<file path="src/rtl/countdown_timer_if.sv">
`default_nettype none
// ============================================================================
// Module      : countdown_timer_if
// Description : Load handshake bundle for countdown_timer. The master
//               offers a start value (load_valid / load_val) and the
//               timer answers with load_ready while it is idle.
//               Ports of the bundle:
//                 load_valid  master -> slave  load request
//                 load_val    master -> slave  start value, unsigned
//                 load_ready  slave  -> master timer can accept a load
// Revision    : 1.0 - initial release
// ============================================================================
interface countdown_timer_if #(
    parameter int WIDTH = 8
);
    logic             load_valid;
    logic [WIDTH-1:0] load_val;
    logic             load_ready;

    modport master (
        output load_valid,
        output load_val,
        input  load_ready
    );

    modport slave (
        input  load_valid,
        input  load_val,
        output load_ready
    );
endinterface
`default_nettype wire

</file>
<file path="src/rtl/countdown_timer.sv">
`default_nettype none
// ============================================================================
// Module      : countdown_timer
// Description : Loadable down-counter. A start value arrives over the load
//               handshake, the count decrements on enabled cycles and a
//               one-cycle done pulse marks terminal count. Periodic mode
//               reloads the start value, one-shot mode returns to idle.
// Ports       :
//   clk       in   rising-edge clock
//   rst       in   synchronous reset, active low
//   en        in   count enable
//   stop      in   synchronous abort of a running count
//   periodic  in   1 = reload on terminal count, 0 = one-shot
//   lif       if   load handshake (slave side: load_valid, load_val in,
//                  load_ready out)
//   cnt       out  current count, registered
//   busy      out  high while counting
//   done      out  one-cycle terminal-count pulse, registered
// Revision    : 1.0 - initial release
// ============================================================================
module countdown_timer #(
    parameter int WIDTH = 8
) (
    input  wire logic           clk,
    input  wire logic           rst,
    input  wire logic           en,
    input  wire logic           stop,
    input  wire logic           periodic,
    countdown_timer_if.slave    lif,
    output logic [WIDTH-1:0]    cnt,
    output logic                busy,
    output logic                done
);

    typedef enum logic [0:0] {
        ST_IDLE = 1'b0,
        ST_RUN  = 1'b1
    } state_t;

    localparam logic [WIDTH-1:0] C_ZERO = '0;
    localparam logic [WIDTH-1:0] C_ONE  = {{(WIDTH-1){1'b0}}, 1'b1};

    state_t           state_q,  state_d;
    logic [WIDTH-1:0] cnt_q,    cnt_d;
    logic [WIDTH-1:0] reload_q, reload_d;
    logic             done_q,   done_d;

    always_comb begin
        state_d  = state_q;
        cnt_d    = cnt_q;
        reload_d = reload_q;
        done_d   = 1'b0;

        case (state_q)
            ST_IDLE: begin
                if (lif.load_valid) begin
                    cnt_d    = lif.load_val;
                    reload_d = lif.load_val;
                    // A zero start value is a zero-length timer: it fires
                    // immediately without ever entering RUN.
                    if (lif.load_val != C_ZERO) begin
                        state_d = ST_RUN;
                    end else begin
                        done_d  = 1'b1;
                    end
                end
            end

            ST_RUN: begin
                if (stop) begin
                    state_d = ST_IDLE;
                end else if (en) begin
                    // Terminal count is detected at 1 so the counter never
                    // wraps through zero while running.
                    if (cnt_q != C_ONE) begin
                        cnt_d = cnt_q - C_ONE;
                    end else begin
                        done_d = 1'b1;
                        if (periodic) begin
                            cnt_d = reload_q;
                        end else begin
                            cnt_d   = C_ZERO;
                            state_d = ST_IDLE;
                        end
                    end
                end
            end

            default: begin
                state_d = ST_IDLE;
            end
        endcase
    end

    always_ff @(posedge clk) begin
        if (!rst) begin
            state_q  <= ST_IDLE;
            cnt_q    <= C_ZERO;
            reload_q <= C_ZERO;
            done_q   <= 1'b0;
        end else begin
            state_q  <= state_d;
            cnt_q    <= cnt_d;
            reload_q <= reload_d;
            done_q   <= done_d;
        end
    end

    assign cnt            = cnt_q;
    assign done           = done_q;
    assign busy           = (state_q == ST_RUN);
    assign lif.load_ready = (state_q == ST_IDLE);

endmodule
`default_nettype wire

</file>
<file path="src/flat_wrapper.sv">
// flat-port wrapper written by rule: the top's interface ports become plain ports
module countdown_timer_flat 
#(
    parameter int WIDTH = 8
)
  (clk, rst, en, stop, periodic, cnt, busy, done, lif_load_valid, lif_load_val, lif_load_ready);
  countdown_timer_if #(.WIDTH(WIDTH)) lif_i ();
  input  wire logic clk;
  input  wire logic rst;
  input  wire logic en;
  input  wire logic stop;
  input  wire logic periodic;
  output logic [WIDTH-1:0] cnt;
  output logic busy;
  output logic done;
  input wire logic [$bits(lif_i.load_valid)-1:0] lif_load_valid;
  input wire logic [$bits(lif_i.load_val)-1:0] lif_load_val;
  output wire logic [$bits(lif_i.load_ready)-1:0] lif_load_ready;
  assign lif_i.load_valid = lif_load_valid;
  assign lif_i.load_val = lif_load_val;
  assign lif_load_ready = lif_i.load_ready;
  countdown_timer #(.WIDTH(WIDTH)) u_core (.clk(clk), .rst(rst), .en(en), .stop(stop), .periodic(periodic), .lif(lif_i), .cnt(cnt), .busy(busy), .done(done));
endmodule
</file>
<file path="config.mk">
export PLATFORM = sky130hd
export DESIGN_NAME = countdown_timer_flat
export DESIGN_NICKNAME = d
export VERILOG_FILES = /design/src/rtl/countdown_timer_if.sv /design/src/rtl/countdown_timer.sv /design/src/flat_wrapper.sv
export SDC_FILE = /design/constraint.sdc
export NUM_CORES = 1
export LEC_CHECK = 0
export CAP_MARGIN = 20
export CORE_MARGIN = 10
export CORE_UTILIZATION = 35
export DETAILED_ROUTE_END_ITERATION = 8
export MAX_ROUTING_LAYER = met4
export SYNTH_ARGS = -nofsm -noshare
export SYNTH_HDL_FRONTEND = slang
export SYNTH_SLANG_ARGS = --single-unit
</file>
<file path="constraint.sdc">
create_clock -name clk -period 2.2 [get_ports clk]
set_input_delay 0.44 -clock clk [delete_from_list [all_inputs] [get_ports clk]]
set_output_delay 0.44 -clock clk [all_outputs]
set_load 0.005 [all_outputs]
</file>
# Word-level counts from Yosys, hierarchy flattened

Cells that the tools add are included.

Output and inout bits: 11
Word-level logic and storage cells: 32
Register bits after elaboration: 18

Reductions and logical operators: 3
Bitwise operators: 1
Equal/unequal tests: 4
Muxes and demuxes: 19
Add/sub/neg operators: 1

Operators by type and width:

| operator                                                                | count |
|---|---|
| 8-bit 2-to-1 mux                                                        | 5 |
| 8-bit one-hot mux with 2 select lines                                   | 1 |
| 1-bit 2-to-1 mux                                                        | 11 |
| 8-bit by 1-bit inequality test with 1-bit output, second input constant | 1 |
| 8-bit nonzero test                                                      | 1 |
| 8-bit by 1-bit subtractor with 8-bit output, second input constant      | 1 |
| 2-bit inequality test, second input constant                            | 3 |
| 1-bit one-hot mux with 2 select lines                                   | 2 |
| 3-bit AND reduction                                                     | 1 |
| 2-bit AND reduction                                                     | 1 |
| 1-bit NOT                                                               | 1 |

# Logic depth before layout (Yosys ltp)

Gate-level depths: netlist (run 1).

Depth in word-level cells: 5
Mapped depth: 7
Gate-level depth less buffers: 6

# Worst setup path after synthesis (run 1)

Ideal clock, no wire load.

Path type: register to register
Start point: reg u_core.cnt_q[0] (netlist: u_core.cnt[0])
End point: reg u_core.cnt_q[4] (netlist: u_core.cnt[4])
Data required time: 2.083 ns
Cell stages (with the launch flop): 7
Arrival time: 1.658 ns
Slack: 0.425 ns
Library setup time: 0.117 ns
Period minus slack after synthesis: 1.775 ns
Path through: dfxtp_1 > ha_1 > nor3b_1 > and2_1 > buf_6 > o211ai_2 > a32o_1

Word-level cells in the longest chain between the ends: 5
Elaborated cells on any way between the ends: 6
Those cells by class: add/sub (1); eq/ne (1); mux (4)

Ends and longest elaborated chain:

| what                                                                                                            | RTL line                                     | text |
|---|---|---|
| start, declared                                                                                                 | countdown_timer.sv:44                        | `logic [WIDTH-1:0] cnt_q, cnt_d;` |
| start signal, assigned                                                                                          | countdown_timer.sv:103                       | `cnt_q <= cnt_d;` |
| 8-bit by 1-bit subtractor with 8-bit output or 8-bit by 1-bit inequality test with 1-bit output (tied branches) | countdown_timer.sv:76, countdown_timer.sv:75 |  |
| 8-bit 2-to-1 mux (*)                                                                                            | countdown_timer.sv:75                        | `if (cnt_q != C_ONE) begin` |
| 8-bit 2-to-1 mux (*)                                                                                            | countdown_timer.sv:72                        | `end else if (en) begin` |
| 8-bit 2-to-1 mux (*)                                                                                            | countdown_timer.sv:70                        | `if (stop) begin` |
| 8-bit one-hot mux with 2 select lines (*)                                                                       | countdown_timer.sv:54                        | `case (state_q)` |

Mark *: on every way between the ends. The rest lies on a longest branch, timed or not. The select of a mux whose other input is x is not followed.
A chain may end at the register's enable or synchronous reset.

# Final worst setup path (run 1)

Start point: reg u_core.state_q (netlist: u_core.busy)
End point: out lif_load_ready

Word-level cells in the longest chain between the ends: 1

Ends and longest elaborated chain:

| what                   | RTL line               | text |
|---|---|---|
| start, declared        | countdown_timer.sv:43  | `state_t state_q, state_d;` |
| start signal, assigned | countdown_timer.sv:102 | `state_q <= state_d;` |
| 1-bit NOT (no line)    | --                     |  |
| end, declared          | flat_wrapper.sv:18     | `output wire logic [$bits(lif_i.load_ready)-1:0] lif_load_ready;` |

No other way between the ends.

==> results of run 1 <==
==> sequential cells by signal (all words and copies together) (netlist names) <==
name / flops
u_core.busy: 1
u_core.cnt: 8
u_core.done: 1
u_core.reload_q: 8
==> kinds of logic after synthesis <==
group / after synthesis / share of synthesized area [%]
simple gates: 47 / 24.4
compound gates: 42 / 28.6
flops: 18 / 35.0
buf+inv: 12 / 5.95
xor+xnor: 2 / 1.70
mux: 2 / 1.94
fa+ha+maj: 2 / 2.43
==> path summary, 6_finish.rpt <==
kind | start | end | slack (ps) | cells after the start
hold reg to reg | u_core.reload_q[3]$_SDFFE_PN0P_ | u_core.reload_q[3]$_SDFFE_PN0P_ | 470 | 2
setup / recovery | u_core.busy$_SDFF_PN0_ | lif_load_ready | 130 | 2
setup reg to reg | u_core.cnt[0]$_SDFFE_PN0P_ | u_core.cnt[1]$_SDFFE_PN0P_ | 360 | 5
hold / removal | u_core.reload_q[3]$_SDFFE_PN0P_ | u_core.reload_q[3]$_SDFFE_PN0P_ | 470 | 2
==> routing by layer <==
layer | wire length [µm] | global-route usage (%) | vias up
met5 | 0 | - | -
met4 | 35 | 3.66 | 0
met3 | 144 | 2.93 | 4
met2 | 1330 | 17.3 | 36
met1 | 1320 | 13.0 | 474
li1 | - | - | 514
==> synth_stat cells (3+ instances only) <==
cell type / count / area [µm²]
nand3_1: 3 / 15.0
or3_1: 3 / 18.8
a31oi_1: 4 / 25.0
a21oi_1: 5 / 25.0
nor2_1: 5 / 18.8
clkbuf_1: 4 / 15.0
nand2_1: 20 / 75.1
a21boi_0: 9 / 67.6
o21ai_0: 7 / 35.0
o211ai_1: 5 / 37.5
inv_1: 5 / 18.8
dfxtp_1: 18 / 360
==> final cells by class <==
| class | instances | area share, % |
|---|---|---|
| inverter | 5 | 1.41 |
| tap | 31 | 2.91 |
| timing repair buffer | 30 | 21.4 |
| clock buffer | 3 | 1.69 |
| multi-input combinational | 95 | 45.6 |
| sequential | 18 | 27.0 |
==> through the flow <==
step	cell area, µm²	std cells	power [W]
finish	1340	182	0.000785
global placement	1310	179	0.000624
CTS	1340	182	0.000793
detailed placement	1310	179	0.000625
global route	1340	182	0.000825
floorplan	1030	125	0.000519
==> power groups by stage <==
stage / combinational [W] / clock [W] / sequential [W]
after global placement: 0.000232 / 0 / 0.000391
after detailed placement: 0.000233 / 0 / 0.000392
after CTS: 0.000235 / 0.000174 / 0.000384
final: 0.000233 / 0.000167 / 0.000385
after global routing: 0.000260 / 0.000176 / 0.000389
after floorplan: 0.000136 / 0 / 0.000384
==> worst reg2reg max path: stages, from the launching register on <==
cell	delay, ps
dfxtp_1	460
ha_1	240
nor3b_1	260
and2_1	430
o211ai_1	130
a32o_1	230
==> reports/metrics.cfg, run 1 <==
[run_status]
outcome=completed

[clock_network]
cts.sinks=18
clock_latency_ps=290
cts_tree=built
post_cts_resized=0
cts_buffers=3
path_clk_slew_ps=100
postCtsSetupBuffers=0
clockBufferDepth=2
hold_buffers=0
cts_max_level=1
cts_root_buffer=clkbuf_4

[finish]
final_layout_size_suffix_gt1_share_pct=9.27
final_nets=169
syn2layout_area_growth_pct=29.5
final_cell_mix=24 x clkdlybuf4s50_1, 20 x nand2_1, 18 x dfxtp_1
multi_input_comb_area_um2=609
postLayoutCoreUtil_pct=48.0
layout_commonest_cell=clkdlybuf4s50_1
n_fill_cell=274
register_area_um2=360
antennaDiodeCount=0

[job]
maxCapViolCount=0

[power_and_ir_drop]
p_leak_nw=0.488
power_frac_seq_pct=49.0
p_per_area_mw_per_mm2=588
pwr-share-comb_pct=29.7
peakVddDrop_mv=0.340
pwr-share-clk_pct=21.3
net-switching-power_w=0.000245
switching_share_pct=31.1
p_int_w=0.000541

[yosys]
syn_nets=141
synthesis.area_mm2=0.00103
synth_cell_types=39
yosysSeqAreaShare_pct=35.0
avgSynthCellArea_um2=8.25
ys_async_sr_fraction_pct=0
ys_seq_elements=18
postSynthCellCount=125
ys.flop_type=dfxtp_1
synth_edf_count=0
ys.warnings.count=0

[timing]
period_share_pct=93.9
max_slew_margin_pct=62.1
worstMarginPinSlew_ps=566
clock_skew_ps=1.19
final_hold_viol_count=0
period_needed_ps=2070
drv_slew=0
whs_ps=470
fin_ws_ps=133
setup_viol=0
finalSetupTns_ps=0
max_freq_mhz=484
grt_setup_unrepaired=no

[critical_path]
cp.buffers_inverters=2
path_class=reg2out
slowest_delay_ps=650
cp.arrival_ps=1630
cp_slowest_cell=dfxtp_1
cp_max_fo=15
cpLargestDelayFamily=buffers and inverters
worstPathRequired_ps=1760
worstPathCellList=inv_1 -> clkdlybuf4s50_1
critPathCaptureType=output port
cp-start-kind=flip-flop

[detailed_routing]
drtIter0Drc=40
viasPerCell=5.65
detail-route-antenna-nets=0
drt_first_pass_iters=4
drt_wl_total_um=2830
wire_per_inst_um=15.5
drc=0
num_vias=1028

[global_route]
grt_pass1_vias=1054
overflow=0
grt_usage_pct=10.9
grt_pass1_wl_um=4750
grt_max_degree=18
antenna_found_initial=0

[die]
core_mm2=0.00278
die-area_mm2=0.00552
ioPinCount=25
fp.dieH_um=74.3
num_rows=19
die_w_um=74.3
start_util_pct=37.1

[placed_design]
gp_congestion=0.842
dpl.hpwl_um=2200
port_buffers=24
dpl_worst_slack_ps=276

[hold_path]
holdCritPathClass=reg2reg

(Power assumes the default switching activity.)
==> run 2: changes to the inputs <==
CTS_CLUSTER_SIZE = 28   (was not set)
==> results of run 2 <==
Same layout as run 1: the final DEF is identical, and so are final timing and power.
